==> src/rtl/fb_fetch_unit_pkg.sv <==
// Shared constants and types for the fetch front end.
package fb_fetch_unit_pkg;

    localparam int unsigned FB_32BITS   = 32;
    localparam logic [31:0] FB_NOP_INST = 32'h0000_0013;
    localparam logic [31:0] FB_RESET_PC = 32'h0000_0000;

    typedef struct packed {
        logic [FB_32BITS-1:0] pc;
        logic [FB_32BITS-1:0] inst;
    } fq_entry_t;

endpackage

==> src/rtl/fb_sync_fifo.sv <==
// Synchronous FIFO with flush and occupancy count; Depth must be a power of 2.
module fb_sync_fifo #(
    parameter int unsigned Width = 32,
    parameter int unsigned Depth = 4
) (
    input  logic                   clk_i,
    input  logic                   rst_ni,
    input  logic                   flush_i,
    input  logic                   push_i,
    input  logic [Width-1:0]       data_i,
    input  logic                   pop_i,
    output logic [Width-1:0]       data_o,
    output logic [$clog2(Depth):0] count_o
);

    localparam int unsigned AddrW = $clog2(Depth);
    localparam logic [AddrW:0] Full = (AddrW + 1)'(Depth);

    logic [Width-1:0] mem_q [Depth];
    logic [AddrW-1:0] wptr_q, rptr_q;
    logic [AddrW:0]   cnt_q;
    logic             do_push, do_pop;

    assign do_push = push_i & (cnt_q != Full);
    assign do_pop  = pop_i & (cnt_q != '0);

    always_ff @(posedge clk_i or negedge rst_ni) begin
        if (!rst_ni) begin
            wptr_q <= '0;
            rptr_q <= '0;
            cnt_q  <= '0;
        end else if (flush_i) begin
            wptr_q <= '0;
            rptr_q <= '0;
            cnt_q  <= '0;
        end else begin
            if (do_push) wptr_q <= wptr_q + 1'b1;
            if (do_pop)  rptr_q <= rptr_q + 1'b1;
            case ({do_push, do_pop})
                2'b10:   cnt_q <= cnt_q + 1'b1;
                2'b01:   cnt_q <= cnt_q - 1'b1;
                default: cnt_q <= cnt_q;
            endcase
        end
    end

    // Storage needs no reset; occupancy alone decides validity.
    always_ff @(posedge clk_i) begin
        if (do_push && !flush_i) mem_q[wptr_q] <= data_i;
    end

    assign data_o  = mem_q[rptr_q];
    assign count_o = cnt_q;

endmodule

==> src/rtl/fb_fetch_unit.sv <==
// Instruction fetch front end: fetch PC, imem handshake, stale-response kill and fetch queue.
module fb_fetch_unit
    import fb_fetch_unit_pkg::*;
#(
    parameter logic [31:0] RESET_PC = FB_RESET_PC,
    parameter int unsigned FQ_DEPTH = 4
) (
    input  logic        clk,
    input  logic        rst_n,
    input  logic        address_src,
    input  logic [31:0] predict_err_pc,
    input  logic        predict_valid,
    input  logic [31:0] predict_pc,
    output logic        imem_req,
    output logic [31:0] imem_addr,
    input  logic        imem_gnt,
    input  logic        imem_rvalid,
    input  logic [31:0] imem_rdata,
    output logic        if_valid,
    output logic [31:0] if_pc,
    output logic [31:0] if_inst,
    input  logic        if_ready
);

    localparam int unsigned CntW = $clog2(FQ_DEPTH) + 1;
    localparam logic [CntW:0] DepthW = (CntW + 1)'(FQ_DEPTH);

    logic [31:0]     pc_q, pc_d;
    logic [CntW-1:0] kill_q, kill_d;
    logic [CntW-1:0] outstanding, outstanding_d, fq_count;
    logic [CntW:0]   occupancy;
    logic [31:0]     pend_pc, target;
    logic            redirect, grant, fq_push, fq_pop, fq_nonempty;
    fq_entry_t       fq_in, fq_head;

    assign redirect  = address_src | predict_valid;
    assign target    = address_src ? predict_err_pc : predict_pc;
    assign occupancy = {1'b0, outstanding} + {1'b0, fq_count};
    assign imem_req  = rst_n & ~redirect & (occupancy < DepthW);
    assign imem_addr = pc_q;
    assign grant     = imem_req & imem_gnt;

    always_comb begin
        pc_d = pc_q;
        if (redirect)   pc_d = target;
        else if (grant) pc_d = pc_q + 32'd1;
    end

    always_comb begin
        outstanding_d = outstanding;
        if (grant && !imem_rvalid)      outstanding_d = outstanding + 1'b1;
        else if (!grant && imem_rvalid) outstanding_d = outstanding - 1'b1;
    end

    // Every response still in flight at a redirect belongs to the wrong path.
    always_comb begin
        kill_d = kill_q;
        if (redirect)                          kill_d = outstanding_d;
        else if (imem_rvalid && kill_q != '0)  kill_d = kill_q - 1'b1;
    end

    always_ff @(posedge clk or negedge rst_n) begin
        if (!rst_n) begin
            pc_q   <= RESET_PC;
            kill_q <= '0;
        end else begin
            pc_q   <= pc_d;
            kill_q <= kill_d;
        end
    end

    // The pending-PC FIFO occupancy is exactly the outstanding request count.
    fb_sync_fifo #(
        .Width (32),
        .Depth (FQ_DEPTH)
    ) u_pend_fifo (
        .clk_i   (clk),
        .rst_ni  (rst_n),
        .flush_i (1'b0),
        .push_i  (grant),
        .data_i  (pc_q),
        .pop_i   (imem_rvalid),
        .data_o  (pend_pc),
        .count_o (outstanding)
    );

    assign fq_push   = imem_rvalid & (kill_q == '0) & ~redirect;
    assign fq_in.pc   = pend_pc;
    assign fq_in.inst = imem_rdata;

    fb_sync_fifo #(
        .Width (64),
        .Depth (FQ_DEPTH)
    ) u_fetch_queue (
        .clk_i   (clk),
        .rst_ni  (rst_n),
        .flush_i (redirect),
        .push_i  (fq_push),
        .data_i  (fq_in),
        .pop_i   (fq_pop),
        .data_o  (fq_head),
        .count_o (fq_count)
    );

    assign fq_nonempty = (fq_count != '0);
    assign if_valid    = fq_nonempty & ~redirect;
    assign fq_pop      = if_valid & if_ready;
    assign if_pc       = fq_nonempty ? fq_head.pc : 32'h0;
    assign if_inst     = fq_nonempty ? fq_head.inst : FB_NOP_INST;

endmodule

==> config.mk <==
export PLATFORM = sky130hd
export DESIGN_NAME = fb_fetch_unit
export DESIGN_NICKNAME = d
export VERILOG_FILES = /design/src/rtl/fb_fetch_unit_pkg.sv /design/src/rtl/fb_sync_fifo.sv /design/src/rtl/fb_fetch_unit.sv
export SDC_FILE = /design/constraint.sdc
export NUM_CORES = 1
export LEC_CHECK = 0
export CAP_MARGIN = 10
export CORE_UTILIZATION = 36
export DETAILED_ROUTE_END_ITERATION = 6
export PLACE_DENSITY = 0.62
export SLEW_MARGIN = 20
export SYNTH_ARGS = -nofsm -noshare
export SYNTH_HDL_FRONTEND = slang
export SYNTH_SLANG_ARGS = --single-unit
==> constraint.sdc <==
create_clock -name clk -period 5.05 [get_ports clk]
set_input_delay 1.01 -clock clk [delete_from_list [all_inputs] [get_ports clk]]
set_output_delay 1.01 -clock clk [all_outputs]
set_load 0.1 [all_outputs]
# --- Word-level counts from Yosys, hierarchy flattened ---
# Memory sizes are Yosys's and may differ from the RTL's.
# Index checks and enable logic that the tools add are counted.
totals:
  mem_bits_rw: 384
  register_bits: 49
  wordCells: 78
  memories: 2
  out_inout_bits: 98
memory_table:
  columns: ["name", "depth", "word_bits", "read_ports", "rd_ports_with_merged_regs", "wr", "line", "text"]
  rows:
  - ["u_fetch_queue.mem_q", 4, 64, 1, 0, 1, "fb_sync_fifo.sv:19", "logic [Width-1:0] mem_q [Depth];"]
  - ["u_pend_fifo.mem_q", 4, 32, 1, 0, 1, "fb_sync_fifo.sv:19", null]
classes:
  n_bitwise: 13
  magnitude_cmp: 1
  addsub: 11
  n_mux: 20
  reduce_logical: 17
  n_eq_ne: 6
ops:
  columns: ["operator", "count"]
  rows:
  - ["2-to-1 mux 32 bit", 5]
  - ["adder 32 x 1 -> 32 bit, second input constant", 1]
  - ["2-to-1 mux 3 bit", 5]
  - ["case mux 3 bit (2 select lines)", 2]
  - ["nonzero test 3 bit", 4]
  - ["AND 1 bit", 11]
  - ["nonzero test 2 bit", 5]
  - ["subtractor 3 x 1 -> 3 bit, second input constant", 3]
  - ["adder 2 x 1 -> 2 bit, second input constant", 4]
  - ["2-to-1 mux 2 bit", 4]
  - ["adder 3 x 1 -> 3 bit, second input constant", 2]
  - ["!= test 3 bit, second input constant", 2]
  - ["adder 3 x 3 -> 4 bit", 1]
  - ["equality test 2 x 1 -> 1 bit, second input constant", 2]
  - ["equality test 2 bit, second input constant", 2]
  - ["logical AND 1 bit", 4]
  - ["less-than comparator 4 x 3 -> 1 bit, second input constant", 1]
  - ["2-to-1 mux 1 bit", 4]
  - ["zero test 1 bit", 3]
  - ["zero test 3 bit", 1]
  - ["NOT 1 bit", 1]
  - ["bitwise OR 1 bit", 1]

# --- Longest topological paths before layout ---
# Gate-level depths: netlist of run 1.
logic_depth:
  word_depth: 10
  mapped_depth: 10
  depth_no_buf: 9

# --- Cells and area by module ---
# A second synthesis of run 1 with hierarchy kept.
hier_totals:
  hier_cells: 1013
  area_unflattened_um2: 18074.8
modules_own_cells:
  columns: ["module", "cells_each", "instances", "seq_area_each_um2", "area_per_inst_um2"]
  rows:
  - ["fb_sync_fifo at u_fetch_queue", 399, 1, 7862.5, 9801.9]
  - ["fb_sync_fifo at u_pend_fifo", 230, 1, 4018.9, 5162.5]
  - ["fb_fetch_unit", 384, 1, 875.8, 3110.5]

# --- Worst setup path after synthesis of run 1 ---
# No wires, ideal clock.
synth_timing:
  path_kind: "input-to-output"
  from: "in predict_valid"
  to: "out if_valid"
  arrival_time_ns: 3.060
  path_stages: 5
  required_ns: 4.040
  slack_ns: 0.980
  cell_sequence: "clkbuf_1 or2_2 clkbuf_1 clkbuf_1 nor2_1"
synth_between:
  elab_chain_len: 3
synth_lines:
  columns: ["element", "line", "text"]
  rows:
  - ["start, declared", "fb_fetch_unit.sv:12", "input logic predict_valid,"]
  - ["bitwise OR 1 bit", "fb_fetch_unit.sv:36", "assign redirect = address_src | predict_valid;"]
  - ["NOT 1 bit", "fb_fetch_unit.sv:106", "assign if_valid = fq_nonempty & ~redirect;"]
  - ["AND 1 bit", "fb_fetch_unit.sv:106", null]
  - ["end, declared", "fb_fetch_unit.sv:19", "output logic if_valid,"]
# No other way between the ends.

# --- Worst setup path after layout of run 1 ---
layout_timing:
  from: "reg u_fetch_queue.rptr_q[0]"
  to: "out if_inst[1]"
layout_between:
  elab_chain_len: 2
layout_lines:
  columns: ["element", "line", "text"]
  rows:
  - ["start, declared", "fb_sync_fifo.sv:20", "logic [AddrW-1:0] wptr_q, rptr_q;"]
  - ["start signal, assigned", "fb_sync_fifo.sv:38", "if (do_pop) rptr_q <= rptr_q + 1'b1;"]
  - ["memory read (4 x 64 bit)", null, null]
  - ["2-to-1 mux 32 bit", "fb_fetch_unit.sv:109", "assign if_inst = fq_nonempty ? fq_head.inst : FB_NOP_INST;"]
  - ["end, declared", "fb_fetch_unit.sv:21", "output logic [31:0] if_inst,"]
# No other way between the ends.

==> impl_metrics.env, run 1 <==
export IMPL_status="finished, final reports clean"
export IMPL_max_cap_violations=0
export IMPL_holdPathStages=1
export IMPL_grt_busiest_layer="met2"
export IMPL_min_period_over_period=0.814
export IMPL_hold_path_class="reg2reg"
export IMPL_h_tree_depth=2
export IMPL_core_area_um2=48100
export IMPL_fin_ws_ps=937
export IMPL_clock_root_buffer="clkbuf_16"
export IMPL_drive_above_1_share=0.216
export IMPL_synth_edff_count=384
export IMPL_timing_fmax_mhz=243
export IMPL_gr_usage_all_layers=0.157
export IMPL_grtUsageMet2=0.247
export IMPL_globalplace_congestion=0.755
export IMPL_ant_nets=0
export IMPL_dr_pass1_iters=4
export IMPL_drtIter0Drc=600
export IMPL_dp_slack_ps=1470
export IMPL_finalNonFillerCells=1887
export IMPL_finalMaxSlewViolations=0
export IMPL_cts_clk_slew_worst_paths_ps=60
export IMPL_rows=80
export IMPL_start_util=0.367
export IMPL_ys_seq_elements=433
export IMPL_critPathMaxFanout=22
export IMPL_cts_hold_buf=0
export IMPL_worst_slew_margin_rel=0.298
export IMPL_synth_top_cell_area_share=0.652
export IMPL_postSynthAreaPerCell_um2=18.1
export IMPL_detail_route_wirelength_um=38700
export IMPL_fin_area_um2=22000
export IMPL_place_hpwl_um=24600
export IMPL_dpl_cell_area_um2=20400
export IMPL_post_synth_top_count_cell="edfxtp_1"
export IMPL_netlist_area_um2=17700
export IMPL_overflow=0
export IMPL_netlist_top_cells_count="edfxtp_1 (384), mux4_2 (96), and2_1 (63)"
export IMPL_rsz0062_at_grt="false"
export IMPL_cts_buffers=45
export IMPL_use_met3=0.0382
export IMPL_finalSetupViolCount=0
export IMPL_wire_per_inst_um=20.5
export IMPL_die_area_um2=50000
export IMPL_vias=9485
export IMPL_ys_types=57
export IMPL_cts_max_path_buffers=3
export IMPL_crit_path_start_kind="flop"
export IMPL_period_minus_slack_ps=4110
export IMPL_synth_top_area_cell="edfxtp_1"
export IMPL_tightest_slew_ps=1050
export IMPL_vdd_drop_max_v=0.000248
export IMPL_fp_dieW_um=224
export IMPL_synthesis_nets=1100
export IMPL_grt_start_max_net_pins=65
export IMPL_yosys_top_cells_area="edfxtp_1 (65%), mux4_2 (12%), dfrtp_1 (6.9%)"
export IMPL_p_per_area_nw_per_um2=430
export IMPL_gr_usage_met1=0.218
export IMPL_cts_resized=0
export IMPL_antenna_found_initial=0
export IMPL_io_buffers=200
export IMPL_die_y_um=224
export IMPL_leakage_nw=7.34
export IMPL_async_reset_ff_frac=0.113
export IMPL_cp_data_required_time_ps=4040
export IMPL_area_delta_synth_final_pct=24.3
export IMPL_seq_area_frac_synth=0.721
export IMPL_viasPerCell=5.03
export IMPL_fin_setup_tns_ps=0
export IMPL_clkSinkCount=433
export IMPL_worst_r2r_cell_count=5
export IMPL_cts_tree="done"
export IMPL_dpl_cell_count=1805
export IMPL_cp_arrival_ps=3100
export IMPL_final_hold_violation_count=0
export IMPL_n_antenna_cell=0
export IMPL_finalPower_mw=9.45
export IMPL_ys_flop_type="edfxtp_1"
export IMPL_synthCells=979
export IMPL_yosys_warnings=0
export IMPL_fin_nets=1317
export IMPL_crit_type="reg2out"
export IMPL_endpoint_kind="output port"
export IMPL_postCtsSetupBuffers=0
export IMPL_pin_count=201
export IMPL_first_global_vias=9665
export IMPL_grt_pass1_wl_um=58900
export IMPL_drcViolationCount=0
export IMPL_clock_latency_ps=570
export IMPL_skew_ps=12.1
==> metrics by stage <==
stage	hold WS, ps	utilization
2_1_floorplan	498	-
3_3_place_gp	530	0.424
3_5_place_dp	540	0.424
4_1_cts	560	0.457
5_1_grt	592	0.457
6_report	551	0.457
==> power by group <==
part           internal [mW]  total, mW  switching [mW]
logic                  0.585       1.63            1.05
clock network           2.10       3.43            1.33
registers               4.19       4.39           0.195
total                   6.88       9.45            2.57
==> area by class of cell <==
type,count,area [um2]
multi-input cells,480,4660
fillers,4148,26200
inverters,13,48.8
flip-flops and latches,433,12800
well taps,656,821
repair buffers,223,2140
clock buffers,59,1250
clock inverters,23,294
==> sequential cells by signal (all words and copies together), names as in the netlist <==
| register | count |
|---|---|
| u_pend_fifo.wptr_q | 2 |
| u_pend_fifo.count_o | 3 |
| u_pend_fifo.mem_q | 128 |
| kill_q | 3 |
| imem_addr | 32 |
| u_fetch_queue.wptr_q | 2 |
| u_fetch_queue.count_o | 3 |
| u_pend_fifo.rptr_q | 2 |
| u_fetch_queue.rptr_q | 2 |
| u_fetch_queue.mem_q | 256 |
==> metal layers <==
| layer | part of all wire | wire length, um |
|---|---|---|
| met1 | 0.45 | 17500 |
| met2 | 0.47 | 18000 |
| met3 | 0.064 | 2470 |
| met4 | 0.017 | 677 |
| met5 | 0 | 0 |
==> cells by family (layout without fill, tap and decap cells) <==
logic type               Yosys count  in the layout  share of synthesized area
flip-flops                       433            433                      0.721
buffers and inverters             66            318                     0.0159
adder cells (fa/ha/maj)           18             18                     0.0132
multiplexers                     103            103                      0.126
XOR/XNOR                          27             27                     0.0134
AO/OA/AOI/OAI                     98             98                     0.0367
AND/OR/NAND/NOR                  234            234                     0.0733
==> placed cells by master, fill, tap and decap left out, types with 17 or more instances in the layout <==
cell type,Yosys,layout
a21oi_1,24,24
and2_1,63,63
and3_1,23,19
buf_4,1,68
clkbuf_16,0,47
clkdlybuf4s50_1,0,144
dfrtp_1,49,45
edfxtp_1,384,384
ha_1,17,17
mux4_2,96,96
nand2_1,47,47
nor2_1,29,28
o21ai_0,22,22
==> worst max-delay path, stage by stage (launching register included) <==
cell and delay (ps):
dfrtp_4 720, mux4_2 550, or2_2 290, clkdlybuf4s50_1 970
==> final timing paths <==
path                                     startpoint                       end  slack (ps)
max                         u_fetch_queue.rptr_q[0]                if_inst[1]         940
min                           u_pend_fifo.wptr_q[0]     u_pend_fifo.wptr_q[0]         550
max reg2reg                u_fetch_queue.count_o[2]  u_pend_fifo.mem_q[0][20]        2150
min reg2reg                   u_pend_fifo.wptr_q[0]     u_pend_fifo.wptr_q[0]         550
max in group asynchronous                     rst_n   u_fetch_queue.rptr_q[0]        3920
min in group asynchronous                     rst_n                 kill_q[2]         620
(Power assumes the default switching activity.)
==> inputs of run 2 (changes only) <==
==> constraint.sdc (replaced) <==
create_clock -name clk -period 4.3 [get_ports clk]
set_input_delay 0.86 -clock clk [delete_from_list [all_inputs] [get_ports clk]]
set_output_delay 0.86 -clock clk [all_outputs]
set_load 0.1 [all_outputs]
==> run 2 against run 1 <==
Compared with the run above: clock skew down 2.7 ps; non-clock buffer count unchanged; final cell count unchanged; register-to-register slack worse by 560 ps; flip-flop and latch count unchanged; global-route usage down 0.25 points; die area unchanged; first-iteration DRC count down 12%; utilization down 0.29 points; worst hold slack worse by 66 ps; via count about the same; critical path type unchanged; critical endpoint is now if_inst[4]; highest routed layer unchanged.
==> impl_metrics.env, run 2 (synthesized netlist as in run 1, its figures left out) <==
export IMPL_cts_hold_buf=0
export IMPL_first_global_vias=9901
export IMPL_layout_commonest_cell="edfxtp_1"
export IMPL_pin_count=201
export IMPL_ant_nets=0
export IMPL_gr_usage_all_layers=0.154
export IMPL_crit_family="flip-flops"
export IMPL_clock_latency_ps=570
export IMPL_grt_pass1_wl_um=58800
export IMPL_rsz0062_at_grt="false"
export IMPL_min_period_over_period=0.813
export IMPL_wire_per_inst_um=20.2
export IMPL_tightest_slew_ps=1040
export IMPL_overflow=0
export IMPL_status="finished, final reports clean"
export IMPL_fp_dieW_um=224
export IMPL_cts_clk_slew_worst_paths_ps=60
export IMPL_cp_common_cell="buf_4"
export IMPL_cp_arrival_ps=2640
export IMPL_finalPower_mw=10.8
export IMPL_final_hold_violation_count=0
export IMPL_vdd_drop_max_v=0.000210
export IMPL_finalMaxSlewViolations=0
export IMPL_top_register="u_fetch_queue.mem_q"
export IMPL_drive_above_1_share=0.221
export IMPL_leakage_nw=7.30
export IMPL_die_y_um=224
export IMPL_cts_max_path_buffers=3
export IMPL_cts_tree="done"
export IMPL_fin_setup_tns_ps=0
export IMPL_globalplace_congestion=0.805
export IMPL_cp_data_required_time_ps=3440
export IMPL_worst_r2r_cell_count=6
export IMPL_rows=80
export IMPL_slowest_stage="dfrtp_4"
export IMPL_most_common_layout_cells="edfxtp_1 (384), clkdlybuf4s50_1 (132), mux4_2 (96), buf_4 (79), and2_1 (63)"
export IMPL_clock_root_buffer="clkbuf_16"
export IMPL_cts_buffers=47
export IMPL_grt_start_max_net_pins=65
export IMPL_detail_route_wirelength_um=38200
export IMPL_critPathMaxFanout=16
export IMPL_io_buffers=200
export IMPL_n_antenna_cell=0
export IMPL_h_tree_depth=2
export IMPL_largest_reg_flops=256
export IMPL_antenna_found_initial=0
export IMPL_max_cap_violations=0
export IMPL_slowest_delay_ps=640
export IMPL_drcViolationCount=0
export IMPL_core_area_um2=48100
export IMPL_viasPerCell=5.02
export IMPL_endpoint_kind="output port"
export IMPL_fin_nets=1319
export IMPL_dr_pass1_iters=5
export IMPL_die_area_um2=50000
export IMPL_worstPathCellList="buf_4, mux4_2, or2_2, buf_4"
export IMPL_place_hpwl_um=23800
export IMPL_period_minus_slack_ps=3500
export IMPL_crit_path_start_kind="flop"
export IMPL_p_per_area_nw_per_um2=494
export IMPL_vias=9479
export IMPL_postCtsSetupBuffers=0
export IMPL_worst_slew_margin_rel=0.304
export IMPL_start_util=0.367
export IMPL_fillers=4136
export IMPL_crit_type="reg2out"
export IMPL_drtIter0Drc=527
export IMPL_hold_path_class="in2async"
export IMPL_timing_fmax_mhz=286
export IMPL_critical_path_depth=4
export IMPL_finalSetupViolCount=0
export IMPL_crit_buf_inv=2
export IMPL_clkSinkCount=433
export IMPL_cts_resized=0
export IMPL_skew_ps=9.45
export IMPL_post_route_util=0.454
export IMPL_area_delta_synth_final_pct=23.5
==> run 2: worst paths after layout <==
path / startpoint / endpoint / slack, ps
min in group clk: u_pend_fifo.wptr_q[0] / u_pend_fifo.wptr_q[0] / 550
worst min-delay path: rst_n / imem_addr[6] / 490
worst max register to register: u_fetch_queue.count_o[2] / imem_addr[28] / 1590
worst min register to register: u_pend_fifo.wptr_q[0] / u_pend_fifo.wptr_q[0] / 550
max in group asynchronous: rst_n / u_fetch_queue.rptr_q[0] / 3310
worst max-delay path: u_fetch_queue.rptr_q[0] / if_inst[4] / 800
==> run 2: cell type report <==
| type | count | area, um2 | share of cell area |
|---|---|---|---|
| multi-input cells | 480 | 4660 | 0.213 |
| well taps | 656 | 821 | 0.0376 |
| clock inverters | 26 | 190 | 0.00871 |
| clock buffers | 56 | 1230 | 0.0564 |
| inverters | 13 | 48.8 | 0.00223 |
| flip-flops and latches | 433 | 12800 | 0.584 |
| repair buffers | 223 | 2120 | 0.0973 |
==> run 2: power breakdown <==
part	internal [mW]	switching (mW)
Combinational	0.683	1.16
Sequential	4.93	0.288
Clock	2.16	1.57
Total	7.76	3.02
==> run 2: per-layer routing <==
layer	vias to the layer above	routed length, um	track usage
li1	4328	-	-
met3	49	2140	0.0306
met4	0	676	0.0460
met5	-	0	0
met1	4820	17400	0.216
met2	282	17900	0.244
==> run 2: through the flow <==
step           setup slack [ps]  cell area, um2  instances  hold slack (ps)
4_1_cts                     707           21800       1887              481
2_1_floorplan               530           17700        979              498
5_1_grt                     653           21800       1887              521
3_3_place_gp               1120           20400       1805              531
6_report                    804           21800       1887              485
3_5_place_dp               1100           20400       1805              541
==> run 2: worst register-to-register path, stage by stage, from the launching register on <==
cell and delay (ps):
dfrtp_1 440, ha_1 310, nor4b_2 450, nand3_1 420, nand2_1 500, o221ai_1 220, a311oi_1 280
